<file path="config.mk">
export PLATFORM = sky130hd
export DESIGN_NAME = mem_axil_master
export DESIGN_NICKNAME = d
export VERILOG_FILES = /design/src/rtl/mem_axil_master.sv
export SDC_FILE = /design/constraint.sdc
export NUM_CORES = 1
export LEC_CHECK = 0
export CORE_AREA = 3 3 99 101
export CTS_BUF_LIST = sky130_fd_sc_hd__clkbuf_8
export DETAILED_ROUTE_END_ITERATION = 6
export DIE_AREA = 0 0 102 104
export DONT_BUFFER_PORTS = 1
export GPL_ROUTABILITY_DRIVEN = 0
export HOLD_SLACK_MARGIN = 0.06
export PLACE_DENSITY = 0.75
export SLEW_MARGIN = 0
export SYNTH_ARGS = -nofsm -noshare
export SYNTH_HDL_FRONTEND = slang
export SYNTH_SLANG_ARGS = --single-unit
</file>
<file path="constraint.sdc">
create_clock -name clk_i -period 4.56 [get_ports clk_i]
set_clock_uncertainty 0.15 [all_clocks]
set_input_delay 0.684 -clock clk_i [delete_from_list [all_inputs] [get_ports clk_i]]
set_output_delay 0.684 -clock clk_i [all_outputs]
set_load 0.005 [all_outputs]
</file>
<file path="src/rtl/mem_axil_master.sv">
// -----------------------------------------------------------------------------
// mem_axil_master
//
// Bridges a CPU-side simple memory request port (valid/ready, one word, byte
// strobes) onto an AXI-Lite master port. It handles one transaction at a time.
// A write runs AW and W in parallel and then collects B. A read runs AR and
// then collects R. Every transaction ends with a one-cycle mem_ready pulse that
// carries the read data and the error flag.
//
// Ports
//   clk_i, rst_i            clock; synchronous active-high reset
//   mem_valid/mem_ready     CPU request and one-cycle completion pulse
//   mem_addr/wdata/wstrb    request payload (wstrb == 0 means read)
//   mem_rdata/mem_err       read data and non-OKAY response flag
//   m_axil_aw*/w*/b*        AXI-Lite write address, data and response channels
//   m_axil_ar*/r*           AXI-Lite read address and data channels
// -----------------------------------------------------------------------------
module mem_axil_master #(
  parameter int ADDR_WIDTH = 32,
  parameter int DATA_WIDTH = 32,
  parameter int STRB_WIDTH = DATA_WIDTH / 8
) (
  input  logic                  clk_i,
  input  logic                  rst_i,
  // CPU side
  input  logic                  mem_valid,
  input  logic [ADDR_WIDTH-1:0] mem_addr,
  input  logic [DATA_WIDTH-1:0] mem_wdata,
  input  logic [STRB_WIDTH-1:0] mem_wstrb,
  output logic                  mem_ready,
  output logic [DATA_WIDTH-1:0] mem_rdata,
  output logic                  mem_err,
  // AXI-Lite write address
  output logic [ADDR_WIDTH-1:0] m_axil_awaddr,
  output logic [2:0]            m_axil_awprot,
  output logic                  m_axil_awvalid,
  input  logic                  m_axil_awready,
  // AXI-Lite write data
  output logic [DATA_WIDTH-1:0] m_axil_wdata,
  output logic [STRB_WIDTH-1:0] m_axil_wstrb,
  output logic                  m_axil_wvalid,
  input  logic                  m_axil_wready,
  // AXI-Lite write response
  input  logic [1:0]            m_axil_bresp,
  input  logic                  m_axil_bvalid,
  output logic                  m_axil_bready,
  // AXI-Lite read address
  output logic [ADDR_WIDTH-1:0] m_axil_araddr,
  output logic [2:0]            m_axil_arprot,
  output logic                  m_axil_arvalid,
  input  logic                  m_axil_arready,
  // AXI-Lite read data
  input  logic [DATA_WIDTH-1:0] m_axil_rdata,
  input  logic [1:0]            m_axil_rresp,
  input  logic                  m_axil_rvalid,
  output logic                  m_axil_rready
);

  typedef enum logic [2:0] {
    ST_IDLE, ST_WR, ST_WR_B, ST_RD_A, ST_RD_R, ST_DONE
  } state_t;

  state_t                r_state,     w_state_nx;
  logic                  r_awvalid,   w_awvalid_nx;
  logic                  r_wvalid,    w_wvalid_nx;
  logic                  r_bready,    w_bready_nx;
  logic                  r_arvalid,   w_arvalid_nx;
  logic                  r_rready,    w_rready_nx;
  logic                  r_aw_done,   w_aw_done_nx;
  logic                  r_w_done,    w_w_done_nx;
  logic                  r_mem_ready, w_mem_ready_nx;
  logic                  r_mem_err,   w_mem_err_nx;
  logic [DATA_WIDTH-1:0] r_rdata,     w_rdata_nx;
  logic [ADDR_WIDTH-1:0] r_addr,      w_addr_nx;
  logic [DATA_WIDTH-1:0] r_wdata,     w_wdata_nx;
  logic [STRB_WIDTH-1:0] r_wstrb,     w_wstrb_nx;

  logic w_aw_hs;
  logic w_w_hs;

  assign w_aw_hs = r_awvalid & m_axil_awready;
  assign w_w_hs  = r_wvalid  & m_axil_wready;

  // State and every output are registered; the comb block below only decides
  // what they become on the next edge.
  always_ff @(posedge clk_i) begin
    // NOTE: sequential state uses non-blocking assignments so every register
    // samples the values from before the edge, whatever the statement order.
    if (rst_i) begin
      r_state     <= ST_IDLE;
      r_awvalid   <= 1'b0;
      r_wvalid    <= 1'b0;
      r_bready    <= 1'b0;
      r_arvalid   <= 1'b0;
      r_rready    <= 1'b0;
      r_aw_done   <= 1'b0;
      r_w_done    <= 1'b0;
      r_mem_ready <= 1'b0;
      r_mem_err   <= 1'b0;
      r_rdata     <= '0;
      r_addr      <= '0;
      r_wdata     <= '0;
      r_wstrb     <= '0;
    end else begin
      r_state     <= w_state_nx;
      r_awvalid   <= w_awvalid_nx;
      r_wvalid    <= w_wvalid_nx;
      r_bready    <= w_bready_nx;
      r_arvalid   <= w_arvalid_nx;
      r_rready    <= w_rready_nx;
      r_aw_done   <= w_aw_done_nx;
      r_w_done    <= w_w_done_nx;
      r_mem_ready <= w_mem_ready_nx;
      r_mem_err   <= w_mem_err_nx;
      r_rdata     <= w_rdata_nx;
      r_addr      <= w_addr_nx;
      r_wdata     <= w_wdata_nx;
      r_wstrb     <= w_wstrb_nx;
    end
  end

  always_comb begin
    // NOTE: every signal gets a default (hold, or 0 for the ready pulse) before
    // the case statement, so no path can leave one unassigned and infer a latch.
    w_state_nx     = r_state;
    w_awvalid_nx   = r_awvalid;
    w_wvalid_nx    = r_wvalid;
    w_bready_nx    = r_bready;
    w_arvalid_nx   = r_arvalid;
    w_rready_nx    = r_rready;
    w_aw_done_nx   = r_aw_done;
    w_w_done_nx    = r_w_done;
    w_mem_ready_nx = 1'b0;
    w_mem_err_nx   = r_mem_err;
    w_rdata_nx     = r_rdata;
    w_addr_nx      = r_addr;
    w_wdata_nx     = r_wdata;
    w_wstrb_nx     = r_wstrb;

    unique case (r_state)
      ST_IDLE: begin
        if (mem_valid) begin
          // The payload is frozen here and held until the transaction ends.
          w_addr_nx    = mem_addr;
          w_wdata_nx   = mem_wdata;
          w_wstrb_nx   = mem_wstrb;
          w_aw_done_nx = 1'b0;
          w_w_done_nx  = 1'b0;
          if (|mem_wstrb) begin
            w_state_nx   = ST_WR;
            w_awvalid_nx = 1'b1;
            w_wvalid_nx  = 1'b1;
          end else begin
            w_state_nx   = ST_RD_A;
            w_arvalid_nx = 1'b1;
          end
        end
      end

      ST_WR: begin
        // AW and W complete independently; a handshake in this very cycle
        // counts toward "both done" so the fast path loses no cycle.
        if (w_aw_hs) begin
          w_awvalid_nx = 1'b0;
          w_aw_done_nx = 1'b1;
        end
        if (w_w_hs) begin
          w_wvalid_nx = 1'b0;
          w_w_done_nx = 1'b1;
        end
        if ((r_aw_done | w_aw_hs) && (r_w_done | w_w_hs)) begin
          w_state_nx  = ST_WR_B;
          w_bready_nx = 1'b1;
        end
      end

      ST_WR_B: begin
        if (m_axil_bvalid && r_bready) begin
          w_mem_err_nx   = (m_axil_bresp != 2'b00);
          w_bready_nx    = 1'b0;
          w_mem_ready_nx = 1'b1;
          w_state_nx     = ST_DONE;
        end
      end

      ST_RD_A: begin
        if (r_arvalid && m_axil_arready) begin
          w_arvalid_nx = 1'b0;
          w_rready_nx  = 1'b1;
          w_state_nx   = ST_RD_R;
        end
      end

      ST_RD_R: begin
        if (m_axil_rvalid && r_rready) begin
          w_rdata_nx     = m_axil_rdata;
          w_mem_err_nx   = (m_axil_rresp != 2'b00);
          w_rready_nx    = 1'b0;
          w_mem_ready_nx = 1'b1;
          w_state_nx     = ST_DONE;
        end
      end

      // mem_valid is ignored here: a CPU that drops valid one cycle after
      // seeing ready must not start a second copy of the same request.
      ST_DONE: w_state_nx = ST_IDLE;

      default: w_state_nx = ST_IDLE;
    endcase
  end

  assign mem_ready      = r_mem_ready;
  assign mem_rdata      = r_rdata;
  assign mem_err        = r_mem_err;
  assign m_axil_awaddr  = r_addr;
  assign m_axil_awprot  = 3'b000;
  assign m_axil_awvalid = r_awvalid;
  assign m_axil_wdata   = r_wdata;
  assign m_axil_wstrb   = r_wstrb;
  assign m_axil_wvalid  = r_wvalid;
  assign m_axil_bready  = r_bready;
  assign m_axil_araddr  = r_addr;
  assign m_axil_arprot  = 3'b000;
  assign m_axil_arvalid = r_arvalid;
  assign m_axil_rready  = r_rready;

endmodule

</file>
==> flow_summary.toml <==
[sta]
finalHoldViolCount = 0
max_slew.worst_pin.slew_ps = 1050
setup-tns-final_ps = 0
whs_ps = 238
min_period_ps = 2380
rsz0062_at_grt = "no"
slew_violations = 0
fin_ws_ps = 2180
fin_crit_sh = 0.522
relSlewSlack = 0.297
max_freq_mhz = 420
setup_viol = 0

[setup_path]
cp.arrival_ps = 2520
crit_required_ps = 4700
worstSetupPathType = "flip-flop to flip-flop"
critical_path.max_fanout = 33
reg2reg_depth = 4
crit_path_start_kind = "flip-flop"
end_kind = "flip-flop"

[detailed_routing]
vias_per_cell = 5.41
highest_layer = "met4"
routed_wl_um = 10100
vias = 3281
drtPass1Iterations = 5
wl_met3_um = 1240
met1Wirelength_um = 3650
drc = 0
ant_nets = 0
wl_per_cell_um = 16.7
met2_length_um = 5060
drt_first_iter_violations = 150

[placed_design]
dpl_cell_area_um2 = 4050
place_ws_ps = 2190
port_buffers = 0
dpl.hpwl_um = 7160
dp_cells = 590

[global_route]
grt_max_degree = 116
grt_pass1_wl_um = 15100
grt_pass1_vias = 3058
globalRouteOverflowTotal = 0
grtUsageTotal = 0.177
antenna_found_initial = 0

[run_status]
status = "finished clean"

[synth]
yosys_register_bits = 112
synth_cell_types = 35
yosys.area.top_type_share = 0.513
synth_cells = 548
ys_warn_count = 0
ys_top_cells_by_area = "dfxtp_1 (51%), nand2_1 (18%), a21oi_1 (12%)"
synth_ff_type = "dfxtp_1"
ys_seq_area_frac = 0.513
synth_edf_count = 0
syn_avg_cell_area_um2 = 7.97
yosys.area.top_type = "dfxtp_1"
synth_area_um2 = 4370
yosysMostFrequentCell = "nand2_1"
synth_commonest_cells = "nand2_1 (204), dfxtp_1 (112), a21oi_1 (105)"
async_flop_share = 0

[die]
ios = 257
die_area_um2 = 10600
die_w_um = 102
die_h_um = 104
start_util = 0.480
core.rowCount = 35
core_area_um2 = 9110

[power]
ir_drop_v = 0.000197
pwr-share-clk = 0.264
internal_power_mw = 1.51
power_leakage_nw = 1.48
p_per_area_nw_per_um2 = 533
power_frac_comb = 0.183
power_frac_seq = 0.553
swShare = 0.333
p_switching_uw = 754

[clock_tree]
clk_latency_ps = 350
cts_tree = "yes"
clkTransAtPathRegs_ps = 100
clock_sinks = 112
clockBufferDepth = 2
ctsRootBufferMaster = "clkbuf_8"
htreeDepth = 3
post-cts-setup-buffers = 0
cts_inserted_buffers = 9
cts_hold_buf = 0
cts-resized-gates = 0

[finish]
antenna_cells = 0
area_growth_pct = -2.66
drive_gt1_frac = 0.0485
n_fill_cell = 890
fin_area_um2 = 4250
stdcell_count = 606
final_nets = 602

[hold_path]
hold_class = "input port to flip-flop"
min_path_cells = 1

[flow_run]
max_cap_viol_count = 0
-- sequential cells by signal (all words and copies together) (netlist names) --
name,count
m_axil_wstrb,4
m_axil_bready,1
m_axil_wvalid,1
r_aw_done,1
mem_ready,1
m_axil_awvalid,1
mem_rdata,32
m_axil_rready,1
m_axil_arvalid,1
r_state,3
mem_err,1
r_w_done,1
m_axil_wdata,32
m_axil_araddr,32
-- layout make-up --
cell class | instances | area [um2] | area share
inverter | 3 | 11.3 | 0.00265
sequential | 112 | 2240 | 0.527
clock buffer | 9 | 124 | 0.0291
clock inverter | 7 | 78.8 | 0.0185
tap | 111 | 139 | 0.0327
timing repair buffer | 2 | 15.0 | 0.00353
multi-input combinational | 362 | 1640 | 0.386
-- through the flow --
stage | utilization | power (mW)
6_report | 0.467 | 2.27
2_1_floorplan | - | 1.70
3_3_place_gp | 0.445 | 1.67
3_5_place_dp | 0.445 | 1.70
4_1_cts | 0.467 | 2.29
5_1_grt | 0.467 | 2.42
-- cell families (layout without fill, tap and decap cells) --
logic type	Yosys count	after routing	synth area share
buf+inv	79	21	0.116
mux	2	2	0.00458
simple gates	231	231	0.216
other cells	1	6	0.000858
compound gates	123	123	0.149
flops	112	112	0.513
-- cell usage in the layout (no fill, tap or decap), types with 2 or more instances in the layout --
cell and n:
nand2_1 203, o21ai_0 4, a2bb2oi_1 2, nand3_1 2
buf_4 2, clkbuf_8 9, conb_1 6, nor3b_1 2
mux2i_1 2, nor2_1 6, dfxtp_1 112, nor3_1 5
clkinv_4 2, inv_1 4, a21oi_1 105, nand2b_1 3
a31oi_1 5
-- power groups by stage --
| stage | sequential (mW) | clock [mW] | combinational (mW) |
|---|---|---|---|
| finish | 1.25 | 0.598 | 0.414 |
| floorplan | 1.21 | 0 | 0.494 |
| global placement | 1.27 | 0 | 0.393 |
| global route | 1.28 | 0.667 | 0.478 |
| CTS | 1.26 | 0.620 | 0.419 |
| detailed placement | 1.28 | 0 | 0.419 |
-- final timing paths --
check / slack [ps] / startpoint / end
setup / recovery: 2180 / r_state[2] / mem_rdata[21]
hold / removal: 240 / rst_i / m_axil_araddr[3]
setup reg to reg: 2180 / r_state[2] / mem_rdata[21]
hold reg to reg: 330 / m_axil_wdata[29] / m_axil_wdata[29]
-- per-layer routing --
layer	GRT usage	vias up
met5	0	-
met4	0.0506	0
met3	0.0879	12
met2	0.313	193
met1	0.182	1462
li1	-	1614
-- worst max-delay path, stage by stage, from the launching register on --
cell and delay [ps]:
dfxtp_1 530, nor3b_4 380, and3_1 910, nand2_1 160, a21oi_1 170
No activity file was read; power rests on OpenSTA's default activity.
